$ cat config.mk
export PLATFORM = sky130hd
export DESIGN_NAME = uart_rx
export DESIGN_NICKNAME = d
export VERILOG_FILES = /design/src/rtl/uart_pkg.sv /design/src/rtl/sync_2ff.sv /design/src/rtl/uart_rx.sv
export SDC_FILE = /design/constraint.sdc
export NUM_CORES = 1
export LEC_CHECK = 0
export CAP_MARGIN = 30
export CORE_ASPECT_RATIO = 0.7
export CORE_MARGIN = 1
export CORE_UTILIZATION = 49
export CTS_BUF_LIST = sky130_fd_sc_hd__clkbuf_8
export CTS_CLUSTER_DIAMETER = 150
export DETAILED_ROUTE_END_ITERATION = 8
export PLACE_DENSITY = 0.71
export SLEW_MARGIN = 20
export SYNTH_ARGS = -nofsm -noshare
export SYNTH_HDL_FRONTEND = slang
export SYNTH_SLANG_ARGS = --single-unit
$ cat constraint.sdc
create_clock -name clk -period 5.6 [get_ports clk]
set_clock_uncertainty 0.1 [all_clocks]
set_input_delay 1.12 -clock clk [delete_from_list [all_inputs] [get_ports clk]]
set_output_delay 1.12 -clock clk [all_outputs]
set_load 0.05 [all_outputs]
$ cat src/rtl/uart_pkg.sv
// -----------------------------------------------------------------------------
// uart_pkg
// Shared UART definitions, used by both the transmit and receive sides.
//   BIT_SAMPLING     : tick count of the last tick in a bit period (16x oversampling)
//   HALFBIT_SAMPLING : tick count at the middle of the start bit
//   rx_state_t       : receiver FSM states
// -----------------------------------------------------------------------------
package uart_pkg;

    localparam logic [3:0] BIT_SAMPLING     = 4'd15;
    localparam logic [3:0] HALFBIT_SAMPLING = 4'd7;

    typedef enum logic [2:0] {
        IDLE  = 3'd0,
        START = 3'd1,
        DATA  = 3'd2,
        STOP  = 3'd3,
        BREAK = 3'd4
    } rx_state_t;

endpackage : uart_pkg

$ cat src/rtl/sync_2ff.sv
// -----------------------------------------------------------------------------
// sync_2ff
// Generic two-flop synchronizer for a single asynchronous input.
//   clk     : destination clock
//   arst_n  : asynchronous active-low reset; both flops load RST_VAL
//   d_i     : asynchronous input
//   q_o     : synchronized output, two clk cycles behind d_i
// -----------------------------------------------------------------------------
module sync_2ff #(
    parameter logic RST_VAL = 1'b1
) (
    input  logic clk,
    input  logic arst_n,
    input  logic d_i,
    output logic q_o
);

    logic meta_q;
    logic sync_q;

    // NOTE: sequential state uses non-blocking assignments so every flop
    // samples the pre-edge value; blocking here would collapse the two stages.
    always_ff @(posedge clk or negedge arst_n) begin
        if (!arst_n) begin
            meta_q <= RST_VAL;
            sync_q <= RST_VAL;
        end else begin
            meta_q <= d_i;
            sync_q <= meta_q;
        end
    end

    assign q_o = sync_q;

endmodule : sync_2ff

$ cat src/rtl/uart_rx.sv
// -----------------------------------------------------------------------------
// uart_rx
// 8N1 (LSB-first, idle-high) UART receiver on a 16x oversampling tick.
// Validates the start bit at mid-bit, samples each data bit at mid-bit,
// checks the stop bit and hands bytes downstream over valid/ready.
//   clk        : system clock
//   arst_n     : asynchronous active-low reset
//   rx         : serial line, asynchronous to clk
//   tick       : 1-cycle strobe, 16 per bit period
//   rx_data    : received byte, stable while rx_valid is high
//   rx_valid   : holding register full
//   rx_ready   : consumer accepts on rx_valid && rx_ready
//   frame_err  : 1-cycle pulse, stop bit sampled low
//   overrun    : 1-cycle pulse, good byte dropped because holding register full
// -----------------------------------------------------------------------------
module uart_rx
    import uart_pkg::*;
#(
    parameter int BYTE_WIDTH = 8
) (
    input  logic                  clk,
    input  logic                  arst_n,
    input  logic                  rx,
    input  logic                  tick,
    output logic [BYTE_WIDTH-1:0] rx_data,
    output logic                  rx_valid,
    input  logic                  rx_ready,
    output logic                  frame_err,
    output logic                  overrun
);

    localparam int NB_W = (BYTE_WIDTH > 1) ? $clog2(BYTE_WIDTH) : 1;
    localparam logic [NB_W-1:0] LAST_BIT = NB_W'(BYTE_WIDTH - 1);

    logic rx_s;

    rx_state_t             state_q,     state_d;
    logic [3:0]            cnt_q,       cnt_d;
    logic [NB_W-1:0]       nbits_q,     nbits_d;
    logic [BYTE_WIDTH-1:0] shreg_q,     shreg_d;
    logic [BYTE_WIDTH-1:0] rx_data_q,   rx_data_d;
    logic                  rx_valid_q,  rx_valid_d;
    logic                  frame_err_q, frame_err_d;
    logic                  overrun_q,   overrun_d;

    sync_2ff #(
        .RST_VAL (1'b1)
    ) u_sync_rx (
        .clk    (clk),
        .arst_n (arst_n),
        .d_i    (rx),
        .q_o    (rx_s)
    );

    always_ff @(posedge clk or negedge arst_n) begin
        if (!arst_n) begin
            state_q     <= IDLE;
            cnt_q       <= '0;
            nbits_q     <= '0;
            shreg_q     <= '0;
            rx_data_q   <= '0;
            rx_valid_q  <= 1'b0;
            frame_err_q <= 1'b0;
            overrun_q   <= 1'b0;
        end else begin
            state_q     <= state_d;
            cnt_q       <= cnt_d;
            nbits_q     <= nbits_d;
            shreg_q     <= shreg_d;
            rx_data_q   <= rx_data_d;
            rx_valid_q  <= rx_valid_d;
            frame_err_q <= frame_err_d;
            overrun_q   <= overrun_d;
        end
    end

    always_comb begin
        // NOTE: every signal gets a default before the case so that no path
        // leaves it unassigned, which would otherwise infer a latch.
        state_d     = state_q;
        cnt_d       = cnt_q;
        nbits_d     = nbits_q;
        shreg_d     = shreg_q;
        rx_data_d   = rx_data_q;
        rx_valid_d  = rx_valid_q;
        frame_err_d = 1'b0;
        overrun_d   = 1'b0;

        // Consumption; a good frame finishing in the same cycle overrides it below.
        if (rx_valid_q && rx_ready) begin
            rx_valid_d = 1'b0;
        end

        unique case (state_q)
            IDLE: begin
                cnt_d   = '0;
                nbits_d = '0;
                // Falling edge is taken immediately; mid-bit validation
                // happens in START.
                if (!rx_s) begin
                    state_d = START;
                end
            end

            START: begin
                if (tick) begin
                    if (cnt_q == HALFBIT_SAMPLING) begin
                        cnt_d   = '0;
                        state_d = rx_s ? IDLE : DATA;
                    end else begin
                        cnt_d = cnt_q + 4'd1;
                    end
                end
            end

            DATA: begin
                if (tick) begin
                    if (cnt_q == BIT_SAMPLING) begin
                        shreg_d = {rx_s, shreg_q[BYTE_WIDTH-1:1]};
                        cnt_d   = '0;
                        if (nbits_q == LAST_BIT) begin
                            nbits_d = '0;
                            state_d = STOP;
                        end else begin
                            nbits_d = nbits_q + 1'b1;
                        end
                    end else begin
                        cnt_d = cnt_q + 4'd1;
                    end
                end
            end

            STOP: begin
                if (tick) begin
                    if (cnt_q == BIT_SAMPLING) begin
                        cnt_d = '0;
                        if (rx_s) begin
                            // Straight to IDLE so a start bit right after
                            // this stop bit is not missed.
                            state_d = IDLE;
                            if (!rx_valid_q || rx_ready) begin
                                rx_data_d  = shreg_q;
                                rx_valid_d = 1'b1;
                            end else begin
                                overrun_d = 1'b1;
                            end
                        end else begin
                            frame_err_d = 1'b1;
                            shreg_d     = '0;
                            state_d     = BREAK;
                        end
                    end else begin
                        cnt_d = cnt_q + 4'd1;
                    end
                end
            end

            BREAK: begin
                // Wait out a held-low line instead of decoding it as 0x00 frames.
                if (rx_s) begin
                    state_d = IDLE;
                end
            end

            default: begin
                state_d = IDLE;
            end
        endcase
    end

    assign rx_data   = rx_data_q;
    assign rx_valid  = rx_valid_q;
    assign frame_err = frame_err_q;
    assign overrun   = overrun_q;

endmodule : uart_rx

After elaboration in Yosys (flattened, before gate mapping)
Index checks and enable logic that the tools add are counted.

Register bits: 31. Output and inout bits: 11.

$add $sub $neg: 2. Eq/ne operators: 18. Multiplexer cells: 42. Reductions and logical operators: 13.

Operators by type and width (number): two-way mux 8 bit (5); two-way mux 3 bit (13); != test 2 bit (second input constant) (9); two-way mux 4 bit (4); one-hot mux 8 bit (2 select lines) (1); two-way mux 1 bit (15); one-hot mux 3 bit (5 select lines) (1); one-hot mux 4 bit (3 select lines) (1); AND reduction 9 bit (1); == test 3 x 2 -> 1 bit (second input constant) (2); == test 3 bit (second input constant) (2); one-hot mux 3 bit (2 select lines) (1); AND reduction 3 bit (2); AND reduction 6 bit (1); AND reduction 5 bit (1); adder 4 x 1 -> 4 bit (second input constant) (1); == test 4 x 3 -> 1 bit (second input constant) (1); == test 4 bit (second input constant) (1); != test 2 x 1 -> 1 bit (second input constant) (2); nonzero test 2 bit (2); adder 3 x 1 -> 3 bit (second input constant) (1); == test 3 x 1 -> 1 bit (second input constant) (1); logical NOT 3 bit (1); nonzero test 3 bit (1); other kinds (5) (5).

Depth between registers and ports, before layout
Gate-level depths: netlist of the first run.

Depth in word-level cells: 7. Mapped depth: 6.

Hierarchy
A second synthesis of the first run with hierarchy kept.

Cell total of the unflattened synthesis: 126. Area total of the unflattened synthesis: 1371.3 um^2.

By module, submodules not included: uart_rx (instances 1, cells each 124, area an instance 1318.8 um^2); sync_2ff (instances 1, cells each 2, area an instance 52.6 um^2).

Worst setup path before layout of the first run
No wires, ideal clock.

Path type: input port to flip-flop. Start point: in tick. End point: reg rx_data_q[0], in the netlist rx_data[0]. Setup time: 0.125 ns. Arrival time: 2.198 ns. Path slack: 3.177 ns. Stages on the path: 5. Path buffers: 1. Path through: nand4_4 > or3_4 > nor2b_4 > buf_12 > mux2_4.

Word-level cells in the longest chain between the ends: 1.

RTL lines: start: declaration (line uart_rx.sv:24) `input logic tick,`; AND reduction 5 bit (no line); end signal: assignment (line uart_rx.sv:70) `rx_data_q <= rx_data_d;`; end: declaration (line uart_rx.sv:41) `logic [BYTE_WIDTH-1:0] rx_data_q, rx_data_d;`.

Every way passes these cells. A chain may end at the register's enable or synchronous reset.

Worst setup path in the final report of the first run
Start point: in tick. End point: reg rx_data_q[6], in the netlist rx_data[6].

The elaborated chain is that of the path after synthesis.

==> qor.yml, run 1 <==
run_status:
  run_status: "finished clean"
synthesis:
  yosysUniqueCellTypes: 30
  yosys-top-cells-area: "dfrtp_1 51%, mux2_4 8.4%, nand2_1 5.5%, dfstp_2 3.7%, o21ai_0 3.5%"
  async_set_or_reset_flop_fraction_in_the_synthesized_netlist: 1.00
  most_repeated_cell_in_the_gate_level_netlist_after_synthesis: "dfrtp_1"
  synth_seq_cells: 31
  post_synth_instance_area_um2: 1430
  synthesis.yosys.warnings: 0
  yosys-top-cells-count: "29 x dfrtp_1, 21 x nand2_1, 11 x nor2_1, 10 x o21ai_0, 8 x mux2_4"
  synthesis.nets: 130
  syn_avg_cell_area_um2: 11.7
  synth_largest_type_area_fraction: 0.509
  synthesis.instances: 122
  synth_edf_count: 0
  synth.largest_area_cell: "dfrtp_1"
  part_of_the_yosys_area_used_for_sequential_elements: 0.546
  dominantRegCellSynth: "dfrtp_1"
cts:
  clockRootBuffer: "clkbuf_8"
  cts_max_level: 2
  cts_resized: 0
  post_cts_buffers: 0
  postCtsHoldBufs: 0
  cts_tree: "built"
  clk_pin_slew_worst_paths_ns: 0.06
  cts_num_sinks: 31
  clock_latency_ns: 0.28
  clock_path_buffers: 2
  cts-buffers-inserted: 5
setup_path:
  critical_path.cell_chain: "clkdlybuf4s50_1 > nand4_4 > or3_4 > nor2b_4 > mux2_4"
  timing.critical_path.fanout_max: 8
  start_kind: "input pin"
  critPathMaxStageDelay_ns: 0.57
  worstSetupEndpointType: "flop"
  critical_path.slowest_cell: "clkdlybuf4s50_1"
  critPathArrivalTime_ns: 2.97
  critical_path_required_ns: 5.66
  timing.setup.critical_path_class: "in -> reg"
die:
  die_height_um: 47.1
  placeableCoreArea_um2: 2610
  floorplan.io_pins: 16
  initial_utilization: 0.546
  fp.dieW_um: 66.5
  fp.dieArea_um2: 3130
  row_count: 15
placed_design:
  portBuffers: 15
  dpl_worst_slack_ns: 2.41
  post-place-cells: 167
  gpl.final_weighted_congestion: 0.859
  detailedPlacementHpwl_um: 1790
detailed_routing:
  detail_route.drc_violations: 0
  wl_per_cell_um: 14.5
  dr_wl_met2_um: 1060
  ant_nets: 0
  dr_total_vias: 939
  drt_first_iter_violations: 36
  route.detailed.vias_per_inst: 5.37
  routed_wl_um: 2540
  top_layer_used: "met4"
  route.layer.met1.wl_um: 1320
  drt_pass1_iterations: 4
  met3_length_um: 96
timing:
  final_critical_path_setup_slack_ns: 2.70
  worst_pin_slew_ns: 0.496
  timing.final.crit_share: 0.519
  fin_setup_tns_ns: 0
  max_clock_freq_mhz: 344
  slew_headroom: 0.669
  finalHoldViolations: 0
  worst_hold_slack_ns: 0.263
  setup_repair_after_global_routing_missed_its_margin: "false"
  post-route-min-period_ns: 2.90
  final-setup-viol-count: 0
  timing_max_transition_violations_final: 0
finish:
  final_nets: 148
  combined_flip_flop_and_latch_cell_area_um2: 778
  fillers: 193
  final_cells: 175
  combined_area_of_the_multi_input_logic_cells_um2: 598
  antenna_cells_inserted: 0
  final_core_utilization: 0.644
  final_layout_size_suffix_gt1_frac: 0.199
  syn_to_final_growth_pct: 17.9
global_routing:
  grt_pass1_wl_um: 4320
  antenna_found_initial: 0
  grt.overflow.total: 0
  pin_count_of_the_biggest_net_entering_global_routing: 32
  grt.total_usage: 0.205
  first_global_vias: 874
pwr:
  pwr_density_cell_nw_per_um2: 335
  power.static_leakage_nw: 0.760
  vdd_drop_max_uv: 242
flow_run:
  drv.max_cap_violation_count: 0
worst_hold_path:
  holdCritPathClass: "reg -> reg"
-- flip-flops by register name, summed over array words and instances (netlist names) --
signal,count
nbits_q,3
shreg_q,8
u_sync_rx.q_o,1
rx_data,8
cnt_q,4
state_q,3
overrun,1
frame_err,1
u_sync_rx.meta_q,1
rx_valid,1
-- layout by cell type, fill, tap and decap left out, drive strengths merged --
cell type,count
o21bai,1
nor2b,1
inv,2
o21ai,10
dfrtp,29
and4,1
nor3b,1
a21oi,2
mux2i,2
or2,1
nand3b,1
nand2b,1
nor3,3
or3,1
clkbuf,7
mux2,8
nand2,21
a311oi,1
ha,3
nand3,4
o31ai,1
nand4,1
a22o,8
dfstp,2
buf,1
o32a,1
clkdlybuf4s50,15
xor2,1
nor2,11
-- power by group --
part           leakage [nW]  internal, W  switching, W
Clock                0.0557     0.000110     0.0000774
Sequential            0.414     0.000245     0.0000411
Combinational         0.290    0.0000381     0.0000511
-- per-layer routing --
metal	global-route usage	vias up
met5	0	-
met4	0.115	0
met3	0.0655	8
met2	0.288	19
met1	0.284	449
li1	-	463
-- worst paths after layout --
check                           cells after the start                       start                    endpoint  slack (ns)
worst max-delay path                                5                        tick      rx_data[6]$_DFFE_PN0P_        2.70
worst min-delay path                                0  u_sync_rx.meta_q$_DFF_PN1_     u_sync_rx.q_o$_DFF_PN1_        0.26
worst max register to register                      4      state_q[1]$_DFFE_PN0P_      rx_data[6]$_DFFE_PN0P_        3.41
worst min register to register                      0  u_sync_rx.meta_q$_DFF_PN1_     u_sync_rx.q_o$_DFF_PN1_        0.26
max in group asynchronous                           2                      arst_n  u_sync_rx.meta_q$_DFF_PN1_        3.95
min in group asynchronous                           2                      arst_n        cnt_q[1]$_DFFE_PN0P_        1.13
-- critical path: cells and delay by family --
kind	cells	cell delay, ns
simple gates	3	0.93
mux	1	0.33
buf+inv	1	0.57
-- metrics by stage --
| step | total power [W] | instance area (um2) |
|---|---|---|
| 6_report | 0.000563 | 1680 |
| 5_1_grt | 0.000599 | 1680 |
| 4_1_cts | 0.000566 | 1680 |
| 3_5_place_dp | 0.000377 | 1580 |
| 3_3_place_gp | 0.000373 | 1580 |
| 2_1_floorplan | 0.000358 | 1430 |
-- cell type report --
| class | instances | area share |
|---|---|---|
| Sequential cell | 31 | 0.463 |
| Clock inverter | 1 | 0.00223 |
| Multi-Input combinational cell | 85 | 0.356 |
| Inverter | 1 | 0.00223 |
| Clock buffer | 7 | 0.0573 |
| Timing Repair Buffer | 16 | 0.0938 |
| Tap cell | 34 | 0.0253 |
-- logic make-up after synthesis --
kind of cell,share of synthesized area
and+or+nand+nor,0.170
DFF,0.546
AOI/OAI and AO/OA,0.119
muxes,0.0983
buffers and inverters,0.0342
adders and majority gates,0.0263
xor gates and xnor gates,0.00615
Power figures use the tool's default switching activity.
==> run 2, diff against run 1 <==
- clock period: 5.6 -> 3 ns (I/O delays scaled with it)
==> run 2 against run 1 <==
Final area stayed put. Final cell count stayed put. Non-clock buffer count stayed put. Die area stayed put. Hold slack hardly changed. Worst setup slack worse by 2.1 ns. Routed wire length is 0.63% higher. Register-to-register slack worse by 2.6 ns. Sequential share of layout area stayed put. Combinational power is 87% higher. Largest power group unchanged.
==> qor.yml, run 2 (synthesis gave the netlist of run 1 again) <==
setup_path:
  critical_path.slowest_cell: "clkdlybuf4s50_1"  # unchanged
  critical_path.cell_chain: "clkdlybuf4s50_1 > nand4_4 > or3_4 > nor2b_4 > mux2_4"  # unchanged
  critical_path_buf_inv_count: 1  # unchanged
  worstSetupEndpointType: "flop"  # unchanged
  worst_path_dominant_cell_family: "simple AND/OR/NAND/NOR gates"  # unchanged
  critical_path_required_ns: 3.06  # was 5.66 ns
  setup.reg_to_reg.worst_slack_ns: 0.81  # was 3.41 ns
  critPathArrivalTime_ns: 2.44  # was 2.97 ns
  start_kind: "input pin"  # unchanged
  timing.setup.critical_path_class: "in -> reg"  # unchanged
  critPathMaxStageDelay_ns: 0.57  # about the same
  timing.critical_path.fanout_max: 8  # unchanged
run_status:
  run_status: "finished clean"  # unchanged
timing:
  timing_max_transition_violations_final: 0  # unchanged
  post-route-min-period_ns: 2.38
  final_critical_path_setup_slack_ns: 0.621  # was 2.70 ns
  finalHoldViolations: 0  # unchanged
  max_clock_freq_mhz: 420
  worst_pin_slew_ns: 0.496  # about the same
  fin_setup_tns_ns: 0  # unchanged
  timing.final.crit_share: 0.793
  slew_headroom: 0.669  # about the same
  setup_repair_after_global_routing_missed_its_margin: "false"  # unchanged
  final-setup-viol-count: 0  # unchanged
cts:
  cts_resized: 0  # unchanged
  cts_num_sinks: 31  # unchanged
  clock_path_buffers: 2  # unchanged
  clockRootBuffer: "clkbuf_8"  # unchanged
  postCtsHoldBufs: 0  # unchanged
  post_cts_buffers: 0  # unchanged
  clk_pin_slew_worst_paths_ns: 0.06  # about the same
  cts_max_level: 2  # unchanged
  clock_latency_ns: 0.28  # about the same
  cts_tree: "built"  # unchanged
  cts-buffers-inserted: 5  # unchanged
die:
  fp.dieW_um: 66.5  # unchanged
  floorplan.io_pins: 16  # unchanged
  initial_utilization: 0.546  # unchanged
  die_height_um: 47.1  # unchanged
  row_count: 15  # unchanged
  fp.dieArea_um2: 3130  # unchanged
  placeableCoreArea_um2: 2610  # unchanged
detailed_routing:
  drt_pass1_iterations: 4  # unchanged
  dr_total_vias: 950  # was 939
  detail_route.drc_violations: 0  # unchanged
  ant_nets: 0  # unchanged
  drt_first_iter_violations: 39  # was 36
  route.detailed.vias_per_inst: 5.43  # was 5.37
  routed_wl_um: 2560  # was 2540 um
  wl_per_cell_um: 14.6  # was 14.5 um
worst_hold_path:
  holdCritPathClass: "reg -> reg"  # unchanged
placed_design:
  gpl.final_weighted_congestion: 0.859  # unchanged
  detailedPlacementHpwl_um: 1790  # unchanged
  portBuffers: 15  # unchanged
  dpl_worst_slack_ns: 0.326  # was 2.41 ns
pwr:
  switching_share: 0.302  # was 0.301
  p_int_w: 0.000734  # was 0.000393 W
  pwr_density_cell_nw_per_um2: 626  # was 335 nW/um2
  vdd_drop_max_uv: 453  # was 242 uV
  part_of_the_total_power_dissipated_in_sequential_elements: 0.508  # was 0.509
  switchingPower_w: 0.000317  # was 0.000170 W
  power.static_leakage_nw: 0.760  # unchanged
  clock_power_share: 0.333  # about the same
  combinationalPowerShare: 0.159  # about the same
finish:
  syn_to_final_growth_pct: 17.9  # unchanged
  fillers: 193  # unchanged
  final_nets: 148  # unchanged
  layout_commonest_cell: "dfrtp_1"  # unchanged
  layout.cells.most_common_list: "29 x dfrtp_1, 21 x nand2_1, 15 x clkdlybuf4s50_1"  # unchanged
  antenna_cells_inserted: 0  # unchanged
  final_layout_size_suffix_gt1_frac: 0.199  # unchanged
global_routing:
  grt.overflow.total: 0  # unchanged
  groute.layer.met3.usage: 0.0655  # unchanged
  grt_most_used_layer: "met2"  # unchanged
  grtUsageMet1: 0.284  # unchanged
  first_global_vias: 874  # unchanged
  groute.layer.met2.usage: 0.288  # unchanged
  grt_pass1_wl_um: 4320  # unchanged
  grt.total_usage: 0.205  # unchanged
  pin_count_of_the_biggest_net_entering_global_routing: 32  # unchanged
  antenna_found_initial: 0  # unchanged
flow_run:
  drv.max_cap_violation_count: 0  # unchanged
## run 2: cell counts in the layout (fill, tap and decap cells not counted)
No cell type changed its count.
## run 2: worst register-to-register path: stages (launching register included)
cell      delay, ns
dfrtp_1        0.60
nand3b_2       0.28
or3_4          0.43
nor2b_4        0.33
mux2_4         0.34
## run 2: per-stage QoR
step                      cells  cell area [um2]  hold WS [ns]  utilization  power (W)
after detailed placement    167             1580         0.252        0.606   0.000704
after floorplan             122             1430         0.204            -   0.000667
after global placement      167             1580         0.248        0.606   0.000697
final                       175             1680         0.263        0.644    0.00105
after CTS                   175             1680         0.261        0.644    0.00106
after global routing        175             1680         0.272        0.644    0.00112
## run 2: power groups by stage
| stage | clock, W | sequential [W] | combinational (W) |
|---|---|---|---|
| global placement | 0 | 0.000537 | 0.000160 |
| floorplan | 0 | 0.000501 | 0.000166 |
| detailed placement | 0 | 0.000539 | 0.000165 |
| CTS | 0.000357 | 0.000532 | 0.000168 |
| global route | 0.000376 | 0.000546 | 0.000196 |
| finish | 0.000350 | 0.000534 | 0.000167 |
## run 2: cell type report
cell class              instances  area, um2  share of cell area
flip-flops and latches         31        778               0.463
multi-input cells              85        598               0.356
repair buffers                 16        158              0.0938
clock buffers                   7       96.3              0.0573
well taps                      34       42.5              0.0253
clock inverters                 1       3.75             0.00223
inverters                       1       3.75             0.00223
## run 2: worst paths after layout
check                                      startpoint                         end  cells after the start
min in group asynchronous                      arst_n        cnt_q[1]$_DFFE_PN0P_                      2
hold / removal             u_sync_rx.meta_q$_DFF_PN1_     u_sync_rx.q_o$_DFF_PN1_                      0
hold reg to reg            u_sync_rx.meta_q$_DFF_PN1_     u_sync_rx.q_o$_DFF_PN1_                      0
max in group asynchronous                      arst_n  u_sync_rx.meta_q$_DFF_PN1_                      2
setup / recovery                                 tick      rx_data[6]$_DFFE_PN0P_                      5
setup reg to reg               state_q[1]$_DFFE_PN0P_      rx_data[6]$_DFFE_PN0P_                      4
## run 2: routing by layer
layer	share of wire	vias to the layer above
li1	-	462
met3	0.038	8
met5	0	-
met2	0.43	19
met1	0.51	461
met4	0.022	0
==> run 3, diff against run 2 <==
- clock period: 3 -> 2.3 ns (I/O delays scaled with it)
==> run 3 against run 2 <==
Clock power increased by 29%. Hold slack improved by 0.0017 ns. Clock-buffer cell count unchanged. Core utilization rose by 1.9 points. Critical path type unchanged. Largest cell class unchanged. Largest power group unchanged.
==> qor.yml, run 3 (synthesis gave the netlist of run 1 again) <==
run_status:
  run_status: "finished clean"  # unchanged
cts:
  cts_resized: 0  # unchanged
  cts-buffers-inserted: 5  # unchanged
  clk_pin_slew_worst_paths_ns: 0.06  # about the same
  post_cts_buffers: 0  # unchanged
  cts_num_sinks: 31  # unchanged
  postCtsHoldBufs: 0  # unchanged
  clock_latency_ns: 0.28  # about the same
  clock_path_buffers: 2  # unchanged
  cts_max_level: 2  # unchanged
  clockRootBuffer: "clkbuf_8"  # unchanged
  cts_tree: "built"  # unchanged
detailed_routing:
  routed_wl_um: 2610  # was 2560 um
  drt_pass1_iterations: 4  # unchanged
  detail_route.drc_violations: 0  # unchanged
  dr_total_vias: 979  # was 950
  met3_length_um: 122  # was 96 um
  route.detailed.vias_per_inst: 5.44  # was 5.43
  dr_wl_met2_um: 1190  # was 1090 um
  wl_per_cell_um: 14.5  # was 14.6 um
  drt_first_iter_violations: 59  # was 39
  ant_nets: 0  # unchanged
  route.layer.met1.wl_um: 1290  # was 1310 um
  top_layer_used: "met4"  # unchanged
global_routing:
  antenna_found_initial: 0  # unchanged
  grt.total_usage: 0.200  # was 0.205
  grt_pass1_wl_um: 4190  # was 4320 um
  first_global_vias: 903  # was 874
  grt.overflow.total: 0  # unchanged
  pin_count_of_the_biggest_net_entering_global_routing: 32  # unchanged
die:
  die_height_um: 47.1  # unchanged
  placeableCoreArea_um2: 2610  # unchanged
  fp.dieArea_um2: 3130  # unchanged
  fp.dieW_um: 66.5  # unchanged
  row_count: 15  # unchanged
  floorplan.io_pins: 16  # unchanged
  initial_utilization: 0.546  # unchanged
placed_design:
  detailedPlacementHpwl_um: 1910  # was 1790 um
  place_area_um2: 1630  # was 1580 um2
  gpl.final_weighted_congestion: 0.873  # was 0.859
  portBuffers: 15  # unchanged
setup_path:
  critPathMaxStageDelay_ns: 0.58  # was 0.57 ns
  start_kind: "input pin"  # unchanged
  setup.reg_to_reg.worst_slack_ns: 0.29  # was 0.81 ns
  critical_path_buf_inv_count: 2  # was 1
  critPathLaunch: "tick"  # unchanged
  timing.critical_path.fanout_max: 8  # unchanged
  timing.rr.end: "rx_data[1]$_DFFE_PN0P_"  # was rx_data[6]$_DFFE_PN0P_
  critical_path_required_ns: 2.36  # was 3.06 ns
  timing.setup.critical_path_class: "in -> reg"  # unchanged
  rr_startpoint: "cnt_q[0]$_DFFE_PN0P_"  # was state_q[1]$_DFFE_PN0P_
  ff2ff_path_depth: 6  # was 4
  critical_path.cell_chain: "clkdlybuf4s50_1 > nand4_4 > or3_4 > nor2b_4 > buf_12 > mux2_4"  # was clkdlybuf4s50_1 > nand4_4 > or3_4 > nor2b_4 > mux2_4
  worstSetupEndpointType: "flop"  # unchanged
  critPathArrivalTime_ns: 2.13  # was 2.44 ns
  critical_path.slowest_cell: "clkdlybuf4s50_1"  # unchanged
  worst_path_dominant_cell_family: "buffers and inverters"  # was simple AND/OR/NAND/NOR gates
worst_hold_path:
  holdCritPathClass: "reg -> reg"  # unchanged
  timing.hold.worst_path_depth: 0  # unchanged
  hold-path-endpoint: "u_sync_rx.q_o$_DFF_PN1_"  # unchanged
  hp-start: "u_sync_rx.meta_q$_DFF_PN1_"  # unchanged
timing:
  worst_hold_slack_ns: 0.265  # was 0.263 ns
  finalHoldViolations: 0  # unchanged
  worst_pin_slew_ns: 0.500  # was 0.496 ns
  final-setup-viol-count: 0  # unchanged
  setup_repair_after_global_routing_missed_its_margin: "false"  # unchanged
  slew_headroom: 0.665  # was 0.669
  post-route-min-period_ns: 2.07
  timing.final.crit_share: 0.900
  max_clock_freq_mhz: 483
  timing_max_transition_violations_final: 0  # unchanged
finish:
  fillers: 213  # was 193
  layout_commonest_cell: "dfrtp_1"  # unchanged
  layout.cells.most_common_list: "29 x dfrtp_1, 21 x nand2_1, 15 x clkdlybuf4s50_1"  # unchanged
  syn_to_final_growth_pct: 21.4  # was 17.9%
  final_layout_size_suffix_gt1_frac: 0.226  # was 0.199
  combined_flip_flop_and_latch_cell_area_um2: 778  # unchanged
  combined_area_of_the_multi_input_logic_cells_um2: 598  # unchanged
  finalInstanceArea_um2: 1730  # was 1680 um2
  antenna_cells_inserted: 0  # unchanged
  final_nets: 153  # was 148
pwr:
  total_power_w: 0.00139  # was 0.00105 W
  pwr_density_cell_nw_per_um2: 803  # was 626 nW/um2
  switching_share: 0.302  # about the same
  vdd_drop_max_uv: 665  # was 453 uV
  p_int_w: 0.000969  # was 0.000734 W
  switchingPower_w: 0.000420  # was 0.000317 W
  combinationalPowerShare: 0.169  # was 0.159
  part_of_the_total_power_dissipated_in_sequential_elements: 0.505  # was 0.508
  power.static_leakage_nw: 0.785  # was 0.760 nW
  clock_power_share: 0.326  # was 0.333
flow_run:
  drv.max_cap_violation_count: 0  # unchanged
[run 3: cell types whose count changed in the layout (fill, tap and decap cells not counted), sizes merged]
cell  delta
buf      +5
[run 3: worst max path at each step]
stage	endpoint	slack [ns]	cells after the start
5_1_grt	rx_data[1]$_DFFE_PN0P_	0.19	6
6_report	rx_data[1]$_DFFE_PN0P_	0.23	6
3_3_place_gp	rx_data[4]$_DFFE_PN0P_	-0.04	6
4_1_cts	rx_data[1]$_DFFE_PN0P_	0.23	6
3_5_place_dp	rx_data[1]$_DFFE_PN0P_	-0.07	6
2_1_floorplan	rx_data[0]$_DFFE_PN0P_	0.36	6
[run 3: cell type report]
class / count / area share
clock buffers: 7 / 0.0557
flip-flops and latches: 31 / 0.450
clock inverters: 1 / 0.00217
well taps: 34 / 0.0246
inverters: 1 / 0.00217
multi-input cells: 85 / 0.346
repair buffers: 21 / 0.120
[run 3: routing by layer]
metal | vias to the layer above | global-route usage
li1 | 476 | -
met5 | - | 0
met4 | 0 | 0.0894
met2 | 26 | 0.316
met3 | 2 | 0.0874
met1 | 475 | 0.245
[run 3: power groups by stage]
stage	clock network, W	registers [W]	logic [W]
after floorplan	0	0.000654	0.000217
after global placement	0	0.000700	0.000223
after detailed placement	0	0.000709	0.000237
after CTS	0.000472	0.000699	0.000238
after global routing	0.000489	0.000713	0.000264
final	0.000453	0.000702	0.000235
[run 3: stage by stage]
step	worst slack, ns	util	setup TNS (ns)	cells
2_1_floorplan	0.362	-	0	122
3_3_place_gp	-0.0361	0.625	-0.284	172
3_5_place_dp	-0.0717	0.625	-0.526	172
4_1_cts	0.230	0.663	0	180
5_1_grt	0.192	0.663	0	180
6_report	0.230	0.663	0	180
[run 3: worst register-to-register path, stage by stage, from the launching register on]
cell     delay [ns]
dfrtp_1        0.40
ha_1           0.29
nand4_4        0.12
or3_4          0.40
nor2b_4        0.13
buf_12         0.14
mux2_4         0.30
